[src/rtl/rgb_stream_remap_if.sv]
// Stream bundle for rgb_stream_remap: packed low-depth pixels in, expanded DAC channels out.
// The slave modport is the remapper's view; the master modport is the driver/sink side.
interface rgb_stream_remap_if #(
  parameter int R_IN_W = 3,
  parameter int G_IN_W = 3,
  parameter int B_IN_W = 2,
  parameter int OUT_W  = 4
);
  localparam int PIX_W = R_IN_W + G_IN_W + B_IN_W;

  logic [1:0]       mode;
  logic [PIX_W-1:0] in_pixel;
  logic             in_hsync;
  logic             in_vsync;
  logic             in_de;
  logic             in_sof;
  logic             in_valid;
  logic             in_ready;

  logic [OUT_W-1:0] R;
  logic [OUT_W-1:0] G;
  logic [OUT_W-1:0] B;
  logic             out_hsync;
  logic             out_vsync;
  logic             out_de;
  logic             out_sof;
  logic             out_valid;
  logic             out_ready;

  modport slave (
    input  mode, in_pixel, in_hsync, in_vsync, in_de, in_sof, in_valid, out_ready,
    output in_ready, R, G, B, out_hsync, out_vsync, out_de, out_sof, out_valid
  );

  modport master (
    output mode, in_pixel, in_hsync, in_vsync, in_de, in_sof, in_valid, out_ready,
    input  in_ready, R, G, B, out_hsync, out_vsync, out_de, out_sof, out_valid
  );
endinterface

[src/rtl/rgb_stream_remap.sv]
// Colour expander from packed low-depth RGB to OUT_W-bit DAC channels, with frame-synchronous
// mode switching and a registered valid/ready stage backed by a one-beat skid register.
module rgb_stream_remap #(
  parameter int R_IN_W = 3,
  parameter int G_IN_W = 3,
  parameter int B_IN_W = 2,
  parameter int OUT_W  = 4
) (
  input  logic              clk,
  input  logic              rst_n,
  rgb_stream_remap_if.slave bus
);
  localparam int PIX_W = R_IN_W + G_IN_W + B_IN_W;

  typedef enum logic [1:0] {
    MODE_ZERO_PAD  = 2'd0,
    MODE_SHIFT     = 2'd1,
    MODE_REPLICATE = 2'd2,
    MODE_BLANK     = 2'd3
  } mode_e;

  typedef struct packed {
    logic [OUT_W-1:0] r;
    logic [OUT_W-1:0] g;
    logic [OUT_W-1:0] b;
    logic             hsync;
    logic             vsync;
    logic             de;
    logic             sof;
  } beat_t;

  if (OUT_W < 1 || OUT_W > 8) begin : g_bad_out_w
    $error("rgb_stream_remap: OUT_W must lie in 1..8");
  end
  if (R_IN_W < 1 || R_IN_W > OUT_W) begin : g_bad_r_w
    $error("rgb_stream_remap: R_IN_W must lie in 1..OUT_W");
  end
  if (G_IN_W < 1 || G_IN_W > OUT_W) begin : g_bad_g_w
    $error("rgb_stream_remap: G_IN_W must lie in 1..OUT_W");
  end
  if (B_IN_W < 1 || B_IN_W > OUT_W) begin : g_bad_b_w
    $error("rgb_stream_remap: B_IN_W must lie in 1..OUT_W");
  end

  // Replication stacks eight copies of v (at least 8 bits) and keeps the top OUT_W of them.
  function automatic logic [OUT_W-1:0] expandChannel(input logic [7:0] v, input int w,
                                                     input mode_e m);
    logic [OUT_W-1:0] res;
    logic [15:0]      sh;
    logic [63:0]      rep;
    res = '0;
    sh  = '0;
    rep = '0;
    case (m)
      MODE_ZERO_PAD: res = v[OUT_W-1:0];
      MODE_SHIFT: begin
        sh  = 16'(v) << (OUT_W - w);
        res = sh[OUT_W-1:0];
      end
      MODE_REPLICATE: begin
        for (int k = 0; k < 8; k++) begin
          rep = (rep << w) | 64'(v);
        end
        res = OUT_W'(rep >> (8 * w - OUT_W));
      end
      default: res = '0;
    endcase
    return res;
  endfunction

  logic [R_IN_W-1:0] w_r_in;
  logic [G_IN_W-1:0] w_g_in;
  logic [B_IN_W-1:0] w_b_in;
  mode_e             w_conv_mode;
  mode_e             w_mode_nxt;
  mode_e             r_mode;
  beat_t             w_new;
  beat_t             w_out_nxt;
  beat_t             w_skid_nxt;
  beat_t             r_out;
  beat_t             r_skid;
  logic              w_out_valid_nxt;
  logic              w_skid_valid_nxt;
  logic              r_out_valid;
  logic              r_skid_valid;
  logic              r_in_ready;
  logic              w_accept;
  logic              w_consume;

  assign w_r_in = bus.in_pixel[PIX_W-1 -: R_IN_W];
  assign w_g_in = bus.in_pixel[B_IN_W +: G_IN_W];
  assign w_b_in = bus.in_pixel[B_IN_W-1:0];

  assign w_accept  = bus.in_valid && r_in_ready;
  assign w_consume = r_out_valid && bus.out_ready;

  // A start-of-frame beat is converted with the mode it is about to load, not the old one.
  assign w_conv_mode = bus.in_sof ? mode_e'(bus.mode) : r_mode;

  always_comb begin
    w_new       = '0;
    w_new.hsync = bus.in_hsync;
    w_new.vsync = bus.in_vsync;
    w_new.de    = bus.in_de;
    w_new.sof   = bus.in_sof;
    if (bus.in_de) begin
      w_new.r = expandChannel(8'(w_r_in), R_IN_W, w_conv_mode);
      w_new.g = expandChannel(8'(w_g_in), G_IN_W, w_conv_mode);
      w_new.b = expandChannel(8'(w_b_in), B_IN_W, w_conv_mode);
    end
  end

  // Accepts only happen with the skid empty, so accept and skid-to-output never coincide.
  always_comb begin
    w_mode_nxt       = r_mode;
    w_out_valid_nxt  = r_out_valid;
    w_out_nxt        = r_out;
    w_skid_valid_nxt = r_skid_valid;
    w_skid_nxt       = r_skid;
    if (w_accept && bus.in_sof) begin
      w_mode_nxt = mode_e'(bus.mode);
    end
    if (w_accept) begin
      if (!r_out_valid || bus.out_ready) begin
        w_out_valid_nxt = 1'b1;
        w_out_nxt       = w_new;
      end else begin
        w_skid_valid_nxt = 1'b1;
        w_skid_nxt       = w_new;
      end
    end else if (w_consume) begin
      if (r_skid_valid) begin
        w_out_nxt        = r_skid;
        w_skid_valid_nxt = 1'b0;
      end else begin
        w_out_valid_nxt = 1'b0;
      end
    end
  end

  always_ff @(posedge clk or negedge rst_n) begin
    if (!rst_n) begin
      r_mode       <= MODE_ZERO_PAD;
      r_out_valid  <= 1'b0;
      r_out        <= '0;
      r_skid_valid <= 1'b0;
      r_skid       <= '0;
      r_in_ready   <= 1'b0;
    end else begin
      r_mode       <= w_mode_nxt;
      r_out_valid  <= w_out_valid_nxt;
      r_out        <= w_out_nxt;
      r_skid_valid <= w_skid_valid_nxt;
      r_skid       <= w_skid_nxt;
      r_in_ready   <= !w_skid_valid_nxt;
    end
  end

  assign bus.in_ready  = r_in_ready;
  assign bus.out_valid = r_out_valid;
  assign bus.R         = r_out.r;
  assign bus.G         = r_out.g;
  assign bus.B         = r_out.b;
  assign bus.out_hsync = r_out.hsync;
  assign bus.out_vsync = r_out.vsync;
  assign bus.out_de    = r_out.de;
  assign bus.out_sof   = r_out.sof;
endmodule

[src/flat_wrapper.sv]
// flat-port wrapper written by rule: the top's interface ports become plain ports
module rgb_stream_remap_flat 
#(
  parameter int R_IN_W = 3,
  parameter int G_IN_W = 3,
  parameter int B_IN_W = 2,
  parameter int OUT_W  = 4
)
  (clk, rst_n, bus_mode, bus_in_pixel, bus_in_hsync, bus_in_vsync, bus_in_de, bus_in_sof, bus_in_valid, bus_out_ready, bus_in_ready, bus_R, bus_G, bus_B, bus_out_hsync, bus_out_vsync, bus_out_de, bus_out_sof, bus_out_valid);
  rgb_stream_remap_if #(.R_IN_W(R_IN_W), .G_IN_W(G_IN_W), .B_IN_W(B_IN_W), .OUT_W(OUT_W)) bus_i ();
  input  logic clk;
  input  logic rst_n;
  input wire logic [$bits(bus_i.mode)-1:0] bus_mode;
  input wire logic [$bits(bus_i.in_pixel)-1:0] bus_in_pixel;
  input wire logic [$bits(bus_i.in_hsync)-1:0] bus_in_hsync;
  input wire logic [$bits(bus_i.in_vsync)-1:0] bus_in_vsync;
  input wire logic [$bits(bus_i.in_de)-1:0] bus_in_de;
  input wire logic [$bits(bus_i.in_sof)-1:0] bus_in_sof;
  input wire logic [$bits(bus_i.in_valid)-1:0] bus_in_valid;
  input wire logic [$bits(bus_i.out_ready)-1:0] bus_out_ready;
  output wire logic [$bits(bus_i.in_ready)-1:0] bus_in_ready;
  output wire logic [$bits(bus_i.R)-1:0] bus_R;
  output wire logic [$bits(bus_i.G)-1:0] bus_G;
  output wire logic [$bits(bus_i.B)-1:0] bus_B;
  output wire logic [$bits(bus_i.out_hsync)-1:0] bus_out_hsync;
  output wire logic [$bits(bus_i.out_vsync)-1:0] bus_out_vsync;
  output wire logic [$bits(bus_i.out_de)-1:0] bus_out_de;
  output wire logic [$bits(bus_i.out_sof)-1:0] bus_out_sof;
  output wire logic [$bits(bus_i.out_valid)-1:0] bus_out_valid;
  assign bus_i.mode = bus_mode;
  assign bus_i.in_pixel = bus_in_pixel;
  assign bus_i.in_hsync = bus_in_hsync;
  assign bus_i.in_vsync = bus_in_vsync;
  assign bus_i.in_de = bus_in_de;
  assign bus_i.in_sof = bus_in_sof;
  assign bus_i.in_valid = bus_in_valid;
  assign bus_i.out_ready = bus_out_ready;
  assign bus_in_ready = bus_i.in_ready;
  assign bus_R = bus_i.R;
  assign bus_G = bus_i.G;
  assign bus_B = bus_i.B;
  assign bus_out_hsync = bus_i.out_hsync;
  assign bus_out_vsync = bus_i.out_vsync;
  assign bus_out_de = bus_i.out_de;
  assign bus_out_sof = bus_i.out_sof;
  assign bus_out_valid = bus_i.out_valid;
  rgb_stream_remap #(.R_IN_W(R_IN_W), .G_IN_W(G_IN_W), .B_IN_W(B_IN_W), .OUT_W(OUT_W)) u_core (.clk(clk), .rst_n(rst_n), .bus(bus_i));
endmodule
[config.mk]
export PLATFORM = sky130hd
export DESIGN_NAME = rgb_stream_remap_flat
export DESIGN_NICKNAME = d
export VERILOG_FILES = /design/src/rtl/rgb_stream_remap_if.sv /design/src/rtl/rgb_stream_remap.sv /design/src/flat_wrapper.sv
export SDC_FILE = /design/constraint.sdc
export NUM_CORES = 1
export LEC_CHECK = 0
export ABC_AREA = 0
export CAP_MARGIN = 5
export CORE_MARGIN = 2
export CORE_UTILIZATION = 54
export DETAILED_ROUTE_END_ITERATION = 8
export GPL_TIMING_DRIVEN = 1
export PLACE_DENSITY = 0.83
export SETUP_SLACK_MARGIN = 0.15
export SLEW_MARGIN = 20
export SYNTH_ARGS = -nofsm -noshare
export SYNTH_HDL_FRONTEND = slang
export SYNTH_SLANG_ARGS = --single-unit
[constraint.sdc]
create_clock -name clk -period 3.71 [get_ports clk]
set_clock_uncertainty 0.05 [all_clocks]
set_input_delay 1.113 -clock clk [delete_from_list [all_inputs] [get_ports clk]]
set_output_delay 1.113 -clock clk [all_outputs]
set_load 0.01 [all_outputs]
# Word-level counts from Yosys, hierarchy flattened
# Cells that the tools add are included.
[op_classes] eq_ne=4 mux=16 bitwise_logic=22 reduce_logical=12
[op_table] operator="two-way mux 16 bit" n=4
[op_table] operator="OR 24 x 3 -> 24 bit" n=2
[op_table] operator="OR 21 x 3 -> 21 bit" n=2
[op_table] operator="OR 18 x 3 -> 18 bit" n=2
[op_table] operator="one-hot mux 4 bit (3 select lines)" n=3
[op_table] operator="OR 15 x 3 -> 15 bit" n=2
[op_table] operator="OR 12 x 3 -> 12 bit" n=2
[op_table] operator="OR 9 x 3 -> 9 bit" n=2
[op_table] operator="OR 16 x 2 -> 16 bit" n=1
[op_table] operator="OR 14 x 2 -> 14 bit" n=1
[op_table] operator="two-way mux 12 bit" n=1
[op_table] operator="OR 12 x 2 -> 12 bit" n=1
[op_table] operator="OR 6 x 3 -> 6 bit" n=2
[op_table] operator="OR 10 x 2 -> 10 bit" n=1
[op_table] operator="OR 8 x 2 -> 8 bit" n=1
[op_table] operator="two-way mux 1 bit" n=7
[op_table] operator="OR 6 x 2 -> 6 bit" n=1
[op_table] operator="AND reduction 3 bit" n=2
[op_table] operator="!= test 2 bit, second input constant" n=2
[op_table] operator="OR 4 x 2 -> 4 bit" n=1
[op_table] operator="nonzero test 2 bit" n=2
[op_table] operator="logical AND 1 bit" n=3
[op_table] operator="equality test 2 x 1 -> 1 bit, second input constant" n=1
[op_table] operator="equality test 2 bit, second input constant" n=1
[op_table] operator="other kinds (6)" n=7
[word_totals] regBits=37 inputBits=18 word_cells=72

# Logic depth before layout (Yosys ltp)
# Gate-level depths: netlist of run 1.
[logic_depth] word_depth=11 depth_mapped=6 ltp_nobuf=4

# Least setup slack after synthesis of run 1
# No wires, ideal clock.
[synth_timing] kind="input to register" start="in bus_in_sof" end="reg u_core.r_out (netlist bit u_core.bus.G[0])" setup_ns=0.119 arrival_time_ns=2.053 t_required_ns=3.541 path_slack_ns=1.488 path_stages=5 path_buffers=1 cell_sequence="buf_2 > mux2i_1 > mux2i_1 > o211ai_1 > o21a_1"
[synth_via] elab_chain_cells=6 word_cells_on_any_way=8 cone_classes="eq/ne: 2; mux: 5; reduce/logical: 1"
[synth_rtl] item="from (decl)" line="flat_wrapper.sv:18" source="input wire logic [$bits(bus_i.in_sof)-1:0] bus_in_sof;"
[synth_rtl] item="two-way mux 2 bit (*)" line="rgb_stream_remap.sv:98" source="assign w_conv_mode = bus.in_sof ? mode_e'(bus.mode) : r_mode;"
[synth_rtl] item="equality test 2 bit, or another cell as far along"
[synth_rtl] item="one-hot mux 4 bit (3 select lines) (*)" line="rgb_stream_remap.sv:54" source="case (m)"
[synth_rtl] item="two-way mux 12 bit (*)" line="rgb_stream_remap.sv:106" source="if (bus.in_de) begin"
[synth_rtl] item="two-way mux 16 bit (*)" line="rgb_stream_remap.sv:124" source="if (!r_out_valid || bus.out_ready) begin"
[synth_rtl] item="two-way mux 16 bit (*)" line="rgb_stream_remap.sv:123" source="if (w_accept) begin"
[synth_rtl] item="to (signal assigned)" line="rgb_stream_remap.sv:152" source="r_out <= w_out_nxt;"
[synth_rtl] item="to (decl)" line="rgb_stream_remap.sv:80" source="beat_t r_out;"
# Mark *: on every way between the ends. The rest lies on a longest branch, timed or not. The select of a mux whose other input is x is not followed.
# A chain may end at the register's enable or synchronous reset.

# Final worst setup path of run 1
[layout_timing] start="reg u_core.r_out_valid (netlist: u_core.bus.out_valid)" end="out bus_out_valid"
[layout_lines] item="from (decl)" line="rgb_stream_remap.sv:84" source="logic r_out_valid;"
[layout_lines] item="from (signal assigned)" line="rgb_stream_remap.sv:151" source="r_out_valid <= w_out_valid_nxt;"
[layout_lines] item="to (decl)" line="flat_wrapper.sv:29" source="output wire logic [$bits(bus_i.out_valid)-1:0] bus_out_valid;"
# No word-level cell between the ends.

==> reports/results.tsv, run 1 <==
metric	value	unit
outcome	finished, final reports clean	
topRoutingLayerUsed	met4	
cp_slowest_cell	sky130_fd_sc_hd__clkdlybuf4s50_1	
num-fill-cells	258	
clock_sink_count	37	
netlist_instances	185	
drv.max_cap_violation_count	0	
synth_top_cell_by_area	sky130_fd_sc_hd__dfrtp_1	
avgRoutedWirePerCell	15.4	um
setup_ws	1100	ps
met3WireLength	355	um
post_drt_via_cell_ratio	5.86	
tritoncts	done	
async_flop_share	100	%
ys_top_cells_by_count	39 x sky130_fd_sc_hd__nand2_1, 37 x sky130_fd_sc_hd__dfrtp_1, 11 x sky130_fd_sc_hd__nor2_1, 10 x sky130_fd_sc_hd__o21ai_1	
detailed_place_hpwl	2.99	mm
floorplan.io_pins	36	
worst_path_largest_cell_delay	600	ps
critical_path.top_delay_family	buffers and inverters	
place.port_buffers	35	
core	3100	sq um
fmax	382	MHz
die_height	61.4	um
irDropWorstVdd	0.424	mV
cp-end-kind	output port	
grt_max_degree	38	
die-width	61.4	um
detail_route.first_pass.iterations	4	
synth_ff_type	sky130_fd_sc_hd__dfrtp_1	
grt_remaining_overflow	0	
hp-class	reg -> reg	
worstMarginPinSlew	477	ps
cp_max_fo	9	
synth_enable_flop_cells	0	
relSlewSlack	68.2	%
synth_net_count	203	
antenna_violating_nets_post_route	0	
yosys_register_bits	37	
synth.lib_cells_used.distinct	31	
antenna_found_initial	0	
post-route-cell-area	2220	sq um
avgSynthCellArea	9.63	sq um
critical_path.reg2reg.endpoint	u_core.bus.R[1]	
post_dp_cell_area	2160	sq um
num_vias	1547	
path_cells	clkdlybuf4s50_1	
dr.first_iter.drc_count	101	
cts-htree-levels	2	
final_setup_violations	0	
setup.worst_path.class	reg -> out	
area_delta_synth_final	24.6	%
first_global_vias	1516	
timing.final.crit_period	2610	ps
globalplace.congestion	0.855	
power-per-cell-area	810	nW/um^2
hold_path.startpoint	u_core.r_skid[9]	
ys_seq_area_share	52.0	%
routed_wl	4.07	mm
grt_setup_unrepaired	no	
ys_warn_count	0	
final.setup.tns	0	ps
timing.reg2reg.setup_slack	2010	ps
timing.rr.start	u_core.bus.out_valid	
fin_nets	238	
groute.usage.overall	25.3	%
cts_made_buffers	5	
crit_arrival	1450	ps
cts.clk_slew.worst_paths	100	ps
worst_hold_path.endpoint	u_core.r_skid[9]	
drc	0	
clkLatencyLatePin	350	ps
mappedNetlistArea	1780	sq um
multiInputGateArea	788	sq um
row_count	20	
layout_worst_path_cycle_share	70.5	%
p_leak	0.949	nW
crit_required	2550	ps
root_buffer	sky130_fd_sc_hd__clkbuf_4	
grt_pass1_wl	6.83	mm
wl_met1	1.67	mm
worstSetupStartpointType	flip-flop	
post_synth_main_area_contributors	sky130_fd_sc_hd__dfrtp_1 52%, sky130_fd_sc_hd__nand2_1 8.2%, sky130_fd_sc_hd__mux2i_1 3.4%	
cp.buffers_inverters	1	
met2_wl	1.93	mm
fp.dieArea	3770	sq um
cts_setup_buffers	0	
hold_ws	434	ps
yosys.area.top_type_share	52.0	%
post_cts_resize_count	0	
layout.area.seq	926	sq um
diodes	0	
start_util	57.4	%
pins_over_their_slew_limit	0	
reg2reg_depth	5	
report.final.hold_viol_count	0	
cts_hold_repair.buffers	0	
drive_gt1_share	8.64	%
worst_hold_path.num_cells	2	
clk_path_buf_depth	2	
yosysMostFrequentCell	sky130_fd_sc_hd__nand2_1	
preCtsSetupSlack	791	ps
==> how the worst max path moves through the flow <==
stage | endpoint | depth (start not counted) | slack, ps | startpoint
2_1_floorplan | u_core.bus.G[0] | 5 | 1490 | bus_in_sof
3_3_place_gp | u_core.bus.B[1] | 5 | 860 | bus_in_sof
3_5_place_dp | u_core.r_skid[14] | 6 | 790 | bus_in_valid
4_1_cts | bus_out_valid | 1 | 1090 | u_core.bus.out_valid
5_1_grt | u_core.r_skid[14] | 6 | 1000 | bus_in_valid
6_report | bus_out_valid | 1 | 1100 | u_core.bus.out_valid
==> area by class of cell <==
class	count	area share, %
multi-input combinational	134	35.5
timing repair buffer	40	17.5
clock buffer	7	2.48
inverter	2	0.338
sequential	37	41.7
tap	44	2.48
==> report_power, final <==
group          internal, mW  switching, mW
Sequential            0.598          0.128
Clock                0.0894          0.126
Combinational         0.427          0.430
Total                  1.11          0.684
==> registers in the layout (all words and copies together) (netlist names), 2 cells and up <==
signal	flops
u_core.r_skid	16
u_core.bus.R	4
u_core.bus.B	4
u_core.r_mode	2
u_core.bus.G	4
==> layer usage <==
layer,track usage [%],vias to the layer above
met4,13.4,0
met5,0,-
li1,-,716
met1,31.8,741
met2,40.0,76
met3,7.14,14
==> per-stage QoR <==
step                      std cells  total power, mW  utilization [%]
after CTS                       264             1.81             71.5
after global placement          257             1.55             69.8
after detailed placement        257             1.59             69.8
after floorplan                 185             1.24                -
final                           264             1.80             71.5
after global routing            264             1.94             71.5
==> layout by cell type, fill, tap and decap left out, drive strengths merged <==
cell type / instances
mux2: 4
o21ai: 19
inv: 2
o22ai: 1
a31oi: 6
dfrtp: 37
and3: 1
nor2: 11
nand4: 2
clkdlybuf4s50: 35
o21a: 3
nand3: 9
o211ai: 2
xnor2: 2
a22oi: 4
nand2b: 2
o31ai: 4
nand2: 39
a41oi: 2
mux2i: 7
a21boi: 1
clkbuf: 7
a221oi: 1
a21oi: 6
o32ai: 1
and2: 5
buf: 5
and3b: 2
==> kinds of logic after synthesis <==
| group | count (synthesis) | synth area share [%] |
|---|---|---|
| AND/OR/NAND/NOR | 71 | 17.7 |
| buffers and inverters | 14 | 3.79 |
| flip-flops | 37 | 52.0 |
| multiplexers | 11 | 7.16 |
| XOR/XNOR | 2 | 0.983 |
| AO/OA/AOI/OAI | 50 | 18.4 |
==> worst reg2reg max path: cells and delay by family, from the launching register on <==
family                 cells  cell delay (ps)
DFF                        1              510
AOI/OAI and AO/OA          2              490
and+or+nand+nor            2              310
buffers and inverters      1              270
(Power assumes the default switching activity.)
==> run 2, diff against run 1 <==
CORE_UTILIZATION = 46   (was 54)
PLACE_DENSITY = 0.76   (was 0.83)
clock period = 2.25 ns   (was 3.71 ns; I/O delays follow)
==> run 2 against run 1 <==
  * Non-clock buffer count rose by 14
  * Power rose by 84%
  * Cell count rose by 7.2%
  * Combinational power rose by 77%
  * Clock power rose to 2.8 times the previous value
  * Sequential power rose by 65%
  * Wire length rose by 0.37%
  * Clock-buffer cell count did not move
  * Worst hold slack got worse by 170 ps
  * Critical endpoint unchanged
  * Highest routed layer unchanged
==> reports/results.tsv, run 2 (same netlist as run 1, synthesis figures left out) <==
metric	value	unit	change
cp-end-kind	output port		
fmax	496	MHz	
diodes	0		unchanged
finalCoreUtilization	66.1	%	-5.5 points
path_cells	clkdlybuf4s50_1		
fin_nets	252		+5.9%
tritoncts	done		
cts_made_buffers	5		unchanged
groute.usage.overall	21.6	%	-3.7 points
hold_ws	268	ps	-166 ps
post_drt_via_cell_ratio	5.31		-9.4%
antenna_violating_nets_post_route	0		unchanged
root_buffer	sky130_fd_sc_hd__clkbuf_8		
largest_reg_flops	16		unchanged
setup.worst_path.class	reg -> out		
grt_remaining_overflow	0		unchanged
cts-htree-levels	2		unchanged
worstMarginPinSlew	436	ps	-40.9 ps
grt_setup_unrepaired	no		
critical_path.top_delay_family	buffers and inverters		
avgRoutedWirePerCell	14.4	um	-6.4%
mostFrequentLayoutCells	39 x sky130_fd_sc_hd__nand2_1, 36 x sky130_fd_sc_hd__dfrtp_1, 34 x sky130_fd_sc_hd__clkdlybuf4s50_1, 15 x sky130_fd_sc_hd__buf_4, 11 x sky130_fd_sc_hd__nor2_1		
power-per-cell-area	1360	nW/um^2	+68%
detail_route.first_pass.iterations	4		unchanged
cp.buffers_inverters	1		unchanged
clock_sink_count	37		unchanged
pins_over_their_slew_limit	0		unchanged
drive_gt1_share	15.3	%	+6.7 points
core	3690	sq um	+19%
crit_required	1520	ps	-1030 ps
report.final.hold_viol_count	0		unchanged
p_leak	1.06	nW	+12%
dr.first_iter.drc_count	157		+55%
commonest_non_fill_non_tap_cell_in_the_layout	sky130_fd_sc_hd__nand2_1		
register_ranked_first_by_flip_flop_count	u_core.r_skid		
clkLatencyLatePin	290	ps	-60 ps
num_vias	1503		-2.8%
setup_ws	232	ps	-863 ps
floorplan.io_pins	36		unchanged
cp_max_fo	9		unchanged
start_util	48.3	%	-9.1 points
cp_slowest_cell	sky130_fd_sc_hd__clkdlybuf4s50_1		
place.port_buffers	35		unchanged
outcome	finished, final reports clean		
preCtsSetupSlack	-29.3	ps	-821 ps
drc	0		unchanged
cts.clk_slew.worst_paths	70	ps	-30 ps
worst_path_largest_cell_delay	560	ps	-40 ps
die_height	66.2	um	+7.8%
layout_worst_path_cycle_share	89.7	%	
fp.dieArea	4390	sq um	+16%
routed_wl	4.09	mm	+0.37%
clk_path_buf_depth	2		unchanged
grt_max_degree	28		-26%
die-width	66.2	um	+7.8%
relSlewSlack	70.9	%	+2.7 points
drv.max_cap_violation_count	0		unchanged
grt_pass1_wl	7.08	mm	+3.6%
area_delta_synth_final	36.8	%	
worstSetupStartpointType	flip-flop		
cts_setup_buffers	0		unchanged
irDropWorstVdd	0.804	mV	+90%
timing.final.crit_period	2020	ps	
first_global_vias	1458		-3.8%
detailed_place_hpwl	2.98	mm	-0.52%
row_count	22		+10%
final_setup_violations	0		unchanged
crit_arrival	1290	ps	-160 ps
hp-class	in -> async		
post-route-cell-area	2440	sq um	+9.8%
globalplace.congestion	0.852		-0.33%
antenna_found_initial	0		unchanged
num-fill-cells	323		+25%
post_dp_cell_area	2320	sq um	+7.2%
run 2: cell types whose count changed in the layout (fill, tap and decap cells not counted):
cell,before,now
sky130_fd_sc_hd__bufinv_16,0,1
sky130_fd_sc_hd__dfrtp_1,37,36
sky130_fd_sc_hd__buf_4,5,15
sky130_fd_sc_hd__clkdlybuf4s50_1,35,34
sky130_fd_sc_hd__clkbuf_4,5,0
sky130_fd_sc_hd__clkbuf_8,1,6
sky130_fd_sc_hd__buf_2,0,1
sky130_fd_sc_hd__dfrtp_2,0,1
sky130_fd_sc_hd__buf_12,0,4
run 2: worst paths after layout:
kind	startpoint	end	slack, ps	cells past startpoint
min	rst_n	u_core.r_skid[10]	270	1
max reg2reg	u_core.r_mode[0]	u_core.bus.B[2]	750	5
min in group clk	u_core.r_skid[0]	u_core.r_skid[0]	430	2
min reg2reg	u_core.r_skid[0]	u_core.r_skid[0]	430	2
max	u_core.bus.out_valid	bus_out_valid	230	1
max in group asynchronous	rst_n	u_core.bus.out_valid	1430	2
run 2: report_power, final:
group	switching, mW	internal, mW
Clock	0.234	0.361
Combinational	0.712	0.811
Sequential	0.206	0.991
Total	1.15	2.16
run 2: routing by layer:
layer / vias up / global-route usage (%) / routed length (um)
met3: 6 / 4.60 / 163
met2: 33 / 34.5 / 1980
met1: 711 / 29.1 / 1890
met4: 0 / 6.89 / 57
met5: - / 0 / 0
li1: 753 / - / -
run 2: cell type report:
type / instances / area (sq um) / area share, %
Sequential cell: 37 / 927 / 38.0
Inverter: 2 / 7.51 / 0.308
Clock inverter: 1 / 30.0 / 1.23
Multi-Input combinational cell: 134 / 788 / 32.3
Tap cell: 48 / 60.1 / 2.46
Timing Repair Buffer: 54 / 538 / 22.1
Clock buffer: 7 / 86.3 / 3.54
run 2: repair_timing:
item,CTS,global route
hold buffers,0,0
setup endpoints to repair,1,0
resized for setup,1,0
run 2: stage by stage:
stage	cells	TNS [ps]	power, mW
final	283	0	3.32
after global routing	283	0	3.55
after CTS	283	0	3.33
after detailed placement	275	-54.0	2.73
after global placement	275	-19.6	2.70
after floorplan	185	0	2.05
